[src/rtl/alu_mc.sv]
// alu_mc: execute-stage ALU using MIPS funct codes.
// Single-cycle logic/add ops, plus a shift-add MULTU that takes WIDTH cycles.
module alu_mc #(
  parameter int WIDTH = 32
) (
  input  logic             clk,
  input  logic             rst,
  input  logic             start,
  input  logic [WIDTH-1:0] a,
  input  logic [WIDTH-1:0] b,
  input  logic [5:0]       sel,
  output logic             busy,
  output logic             done,
  output logic [WIDTH-1:0] out,
  output logic [WIDTH-1:0] hi,
  output logic             zero,
  output logic             ovf
);

  localparam int CW = $clog2(WIDTH);

  localparam logic [5:0] F_ADD = 6'b100000;
  localparam logic [5:0] F_SUB = 6'b100010;
  localparam logic [5:0] F_AND = 6'b100100;
  localparam logic [5:0] F_OR  = 6'b100101;
  localparam logic [5:0] F_NOR = 6'b100111;
  localparam logic [5:0] F_SLT = 6'b101010;
  localparam logic [5:0] F_MUL = 6'b011001;

  typedef enum logic {
    IDLE,
    MUL
  } state_t;

  state_t state;

  logic is_add;
  logic is_sub;
  logic is_and;
  logic is_or;
  logic is_nor;
  logic is_slt;
  logic is_mul;

  assign is_add = (sel == F_ADD);
  assign is_sub = (sel == F_SUB);
  assign is_and = (sel == F_AND);
  assign is_or  = (sel == F_OR);
  assign is_nor = (sel == F_NOR);
  assign is_slt = (sel == F_SLT);
  assign is_mul = (sel == F_MUL);

  // Shared adder; split at the MSB to expose carry-in and carry-out.
  logic [WIDTH-1:0] bx;
  logic             cin;
  logic [WIDTH-1:0] lo;
  logic [1:0]       top;
  logic [WIDTH-1:0] sum;
  logic             c_msb;
  logic             c_out;
  logic             add_ovf;
  logic             slt;

  assign cin = sel[1];
  assign bx  = sel[1] ? ~b : b;
  assign lo  = {1'b0, a[WIDTH-2:0]}
             + {1'b0, bx[WIDTH-2:0]}
             + {{(WIDTH-1){1'b0}}, cin};
  assign c_msb = lo[WIDTH-1];
  assign top = {1'b0, a[WIDTH-1]}
             + {1'b0, bx[WIDTH-1]}
             + {1'b0, c_msb};
  assign sum     = {top[0], lo[WIDTH-2:0]};
  assign c_out   = top[1];
  assign add_ovf = c_msb ^ c_out;
  assign slt     = sum[WIDTH-1] ^ add_ovf;

  logic [WIDTH-1:0] res;
  logic             res_ovf;

  always_comb begin
    res     = '0;
    res_ovf = 1'b0;
    unique case (1'b1)
      is_add,
      is_sub: begin
        res     = sum;
        res_ovf = add_ovf;
      end
      is_and: res = a & b;
      is_or:  res = a | b;
      is_nor: res = ~(a | b);
      is_slt: res = {{(WIDTH-1){1'b0}}, slt};
      default: ;
    endcase
  end

  logic [WIDTH-1:0] mcand;
  logic [WIDTH-1:0] mplier;
  logic [WIDTH-1:0] part;
  logic [WIDTH-1:0] acc_hi;
  logic [WIDTH-2:0] acc_lo;
  logic [WIDTH:0]   upper;
  logic [WIDTH-1:0] mul_hi;
  logic [WIDTH-1:0] mul_lo;
  logic [CW-1:0]    cnt;

  // The bit shifted out of the low word is never needed again,
  // so only its upper WIDTH-1 bits are kept between iterations.
  assign part   = mplier[0] ? mcand : '0;
  assign upper  = {1'b0, acc_hi} + {1'b0, part};
  assign mul_hi = upper[WIDTH:1];
  assign mul_lo = {upper[0], acc_lo};

  always_ff @(posedge clk) begin
    if (rst) begin
      state  <= IDLE;
      busy   <= 1'b0;
      done   <= 1'b0;
      out    <= '0;
      hi     <= '0;
      zero   <= 1'b0;
      ovf    <= 1'b0;
      mcand  <= '0;
      mplier <= '0;
      acc_hi <= '0;
      acc_lo <= '0;
      cnt    <= '0;
    end else begin
      done <= 1'b0;
      case (state)
        IDLE: begin
          if (start) begin
            if (is_mul) begin
              mcand  <= a;
              mplier <= b;
              acc_hi <= '0;
              acc_lo <= '0;
              cnt    <= CW'(WIDTH - 1);
              busy   <= 1'b1;
              state  <= MUL;
            end else begin
              out  <= res;
              zero <= (res == '0);
              ovf  <= res_ovf;
              done <= 1'b1;
            end
          end
        end
        MUL: begin
          acc_hi <= mul_hi;
          acc_lo <= mul_lo[WIDTH-1:1];
          mplier <= mplier >> 1;
          cnt    <= cnt - 1'b1;
          if (cnt == '0) begin
            hi    <= mul_hi;
            out   <= mul_lo;
            zero  <= (mul_lo == '0);
            ovf   <= 1'b0;
            done  <= 1'b1;
            busy  <= 1'b0;
            state <= IDLE;
          end
        end
        default: state <= IDLE;
      endcase
    end
  end

endmodule
[config.mk]
export PLATFORM = sky130hd
export DESIGN_NAME = alu_mc
export DESIGN_NICKNAME = d
export VERILOG_FILES = /design/src/rtl/alu_mc.sv
export SDC_FILE = /design/constraint.sdc
export NUM_CORES = 1
export LEC_CHECK = 0
export BUFFER_PORTS_ARGS = -buffer_cell sky130_fd_sc_hd__buf_2
export CAP_MARGIN = 5
export CORE_ASPECT_RATIO = 0.8
export CORE_UTILIZATION = 50
export CTS_CLUSTER_DIAMETER = 120
export CTS_CLUSTER_SIZE = 40
export DETAILED_ROUTE_END_ITERATION = 10
export PLACE_DENSITY = 0.73
export SYNTH_ARGS = -nofsm -noshare
export SYNTH_HDL_FRONTEND = slang
export SYNTH_SLANG_ARGS = --single-unit
[constraint.sdc]
create_clock -name clk -period 5.2 [get_ports clk]
set_input_delay 0 -clock clk [delete_from_list [all_inputs] [get_ports clk]]
set_output_delay 0 -clock clk [all_outputs]
set_load 0.02 [all_outputs]
==> impl_metrics.py <==
metrics = {
    "logic_synthesis": {
        "synthCells": 1579,
        "synth_edf_count": 0,
        "synth_commonest_cells": "nand2_1 (262), dfxtp_1 (201), a21oi_1 (183)",
        "synth_top_flop_cell": "dfxtp_1",
        "yosys.area.top_type": "dfxtp_1",
        "netlist.area_leader.share_pct": 32.8,
        "synth_nets": 1720,
        "synth_most_common_cell": "nand2_1",
        "avgSynthCellArea_um2": 7.78,
        "syn-cell-area_um2": 12300,
        "async_reset_ff_share_pct": 0,
        "ys_ff_latch": 201,
        "ys_types": 81,
        "ys_seq_area_share_pct": 32.8,
        "ys_warn_count": 0,
        "synth.area.top_cells": "dfxtp_1 (33%), nand2_1 (8.0%), a21oi_1 (7.5%)",
    },
    "sta": {
        "drv_slew": 0,
        "maxSlewHeadroom_pct": 27.3,
        "hold_viol_final": 0,
        "min_period_ps": 4980,
        "finalSetupViolCount": 0,
        "final.setup.worst_slack_ps": 221,
        "timing.fmax_mhz": 201,
        "rsz0062_at_grt": "no",
        "fin_crit_sh_pct": 95.7,
        "finClkSkew_ps": 14.6,
        "worst_slew_pin_slew_ps": 1060,
    },
    "grt": {
        "grt_pass1_vias": 11400,
        "grt_pass1_wl_um": 60100,
        "antenna_found_initial": 0,
        "overflow": 0,
        "grt_use_total_pct": 29.7,
        "grt_max_degree": 114,
    },
    "worst_setup_path": {
        "cp.required_ps": 5610,
        "slowest_stage": "dlygate4sd3_1",
        "crit_type": "input pin to flop",
        "r2r-start": "mplier[0]$_SDFFE_PP0P_",
        "crit_chain": "dlygate4sd3_1 -> buf_2 -> xor2_1 -> ha_1 -> a21oi_2 -> o21ai_1 -> nor2b_1 -> or4_4 -> a31oi_2 -> o21ai_1 -> a41oi_2 -> o21bai_1 -> a21o_1 -> fa_1 -> a2111o_1 -> nor4_2 -> nand4_1 -> nor4_2 -> nand4b_1 -> or4b_1 -> o22ai_1",
        "critPathTopFamily": "simple AND/OR/NAND/NOR gates",
        "rr_worst_depth": 13,
        "crit_buf_inv": 2,
        "start_kind": "input pin",
        "slowest_delay_ps": 530,
        "rr_endpoint": "hi[30]$_SDFFE_PP0P_",
        "r2r_slack_ps": 560,
        "worstSetupPathDepth": 21,
        "end_kind": "flop",
        "cp_max_fo": 5,
        "worstPathArrival_ps": 5380,
    },
    "power_and_ir_drop": {
        "p_comb_share_pct": 22.7,
        "switching_share_pct": 30.5,
        "pwr-share-clk_pct": 27.9,
        "pwr-share-seq_pct": 49.4,
        "p_leak_nw": 5.79,
        "vdd_drop_max_mv": 0.180,
        "power_density_nw_per_um2": 221,
        "power_w": 0.00315,
        "p_sw_w": 0.000961,
        "p_int_w": 0.00219,
    },
    "die": {
        "dieWidth_um": 177,
        "dieArea_um2": 25200,
        "core_um2": 23800,
        "start_util_pct": 51.6,
        "io_pins": 141,
        "rows": 50,
        "die_y_um": 142,
    },
    "job": {
        "drv_cap": 0,
    },
    "finish": {
        "antenna_cells": 0,
        "area_delta_synth_final_pct": 16.1,
        "multi_input_area_um2": 7780,
        "drive_gt1_share_pct": 12.7,
        "register_area_um2": 4030,
        "nets": 1868,
        "fillers": 2171,
    },
    "place": {
        "place_ws_ps": -54.3,
        "dp_hpwl_um": 26700,
        "gp_congestion": 0.984,
        "io_buffers": 140,
    },
    "hold_path": {
        "hold_start": "start",
        "hold_path.class": "input pin to flop",
        "min_to": "ovf$_SDFFE_PP0P_",
        "worstHoldPathCells": 3,
    },
    "clock_network": {
        "path_clk_slew_ps": 140,
        "numClockSinks": 201,
        "max-clock-path-buffers": 3,
        "cts-root-buf": "clkbuf_16",
        "cts_tree": "yes",
        "h-tree-depth": 1,
        "clk_latency_ps": 490,
        "numCtsBuffers": 9,
    },
    "route": {
        "vias": 12400,
        "met3_length_um": 3060,
        "via_per_inst": 6.07,
        "routed-wl-met2_um": 16100,
        "first_iter_violations": 1338,
        "firstDrtPassIters": 9,
        "highest_layer": "met4",
        "drtAntennaViolNets": 0,
        "wl_met1_um": 17500,
        "route.detailed.drc": 0,
        "wire_per_inst_um": 18.6,
        "wirelength_um": 37900,
    },
    "outcome": {
        "status": "finished, final reports clean",
    },
}
## timing repair
item	CTS	global route
gates resized for setup	0	5
hold buffers	64	0
buffers inserted	0	2
endpoints found under the setup margin	0	1
endpoints found under the hold margin	64	0
## layout make-up
cell class | count | area share [%]
multi-input cells | 1242 | 54.6
well taps | 312 | 2.74
flip-flops and latches | 201 | 28.3
inverters | 25 | 0.658
repair buffers | 248 | 11.8
clock buffers | 10 | 1.61
clock inverters | 2 | 0.351
## registers in the layout, indices dropped and copies added (netlist names)
| signal | count |
|---|---|
| done | 1 |
| ovf | 1 |
| cnt | 5 |
| zero | 1 |
| mplier | 32 |
| acc_hi | 32 |
| acc_lo | 31 |
| hi | 32 |
| state | 1 |
| busy | 1 |
| out | 32 |
| mcand | 32 |
## per-stage QoR
stage / hold WS (ps) / instances / setup TNS (ps) / util, % / cell area [µm²]
3_3_place_gp: 294 / 1962 / 0 / 55.9 / 13300
5_1_grt: 69.1 / 2040 / 0 / 60.0 / 14300
2_1_floorplan: 136 / 1579 / 0 / - / 12300
6_report: 41.7 / 2040 / 0 / 60.0 / 14300
4_1_cts: 31.5 / 2038 / 0 / 59.8 / 14200
3_5_place_dp: 296 / 1962 / -54.3 / 55.9 / 13300
## placed cells by master, fill, tap and decap left out, types with 34 or more instances in the layout
| cell | count |
|---|---|
| dfxtp_1 | 200 |
| buf_4 | 44 |
| a22oi_1 | 52 |
| xor2_1 | 52 |
| o21ai_0 | 55 |
| and2_1 | 42 |
| dlygate4sd3_1 | 64 |
| nor3_1 | 34 |
| nand2_1 | 262 |
| ha_1 | 64 |
| a21oi_1 | 181 |
| nor2_1 | 119 |
| buf_2 | 139 |
## worst min-delay path: cells and delay by family
| kind | cells | cell delay, ps |
|---|---|---|
| AO/OA/AOI/OAI | 2 | 350 |
| buffers and inverters | 1 | 140 |
## cell families (layout without fill, tap and decap cells)
kind of cell / after synthesis / after routing / synth area share, %
buffers and inverters: 136 / 285 / 4.20
adder cells (fa/ha/maj): 92 / 92 / 9.13
AND/OR/NAND/NOR: 570 / 570 / 21.3
XOR/XNOR: 78 / 78 / 5.56
AO/OA/AOI/OAI: 499 / 499 / 26.8
multiplexers: 3 / 3 / 0.245
flip-flops: 201 / 201 / 32.8
## power groups by stage
| stage | Combinational, W | Sequential [W] | Clock [W] |
|---|---|---|---|
| 6_report | 0.000714 | 0.00156 | 0.000877 |
| 5_1_grt | 0.000774 | 0.00156 | 0.000943 |
| 4_1_cts | 0.000687 | 0.00156 | 0.000894 |
| 3_5_place_dp | 0.000644 | 0.00159 | 0 |
| 3_3_place_gp | 0.000637 | 0.00159 | 0 |
| 2_1_floorplan | 0.000424 | 0.00159 | 0 |
## metal layers
| metal | up-vias | GRT usage [%] |
|---|---|---|
| met1 | 5771 | 42.8 |
| met5 | - | 0 |
| li1 | 5991 | - |
| met3 | 78 | 3.82 |
| met4 | 0 | 9.89 |
| met2 | 541 | 45.3 |
## worst max path at each step
stage | startpoint | end | slack [ps]
after floorplan | sel[1] | zero$_SDFFE_PP0P_ | 9
after global placement | sel[1] | zero$_SDFFE_PP0P_ | 60
after detailed placement | sel[1] | zero$_SDFFE_PP0P_ | -50
after CTS | b[14] | zero$_SDFFE_PP0P_ | 170
after global routing | b[14] | zero$_SDFFE_PP0P_ | 8
final | b[14] | zero$_SDFFE_PP0P_ | 220
No activity file was read; power rests on OpenSTA's default activity.
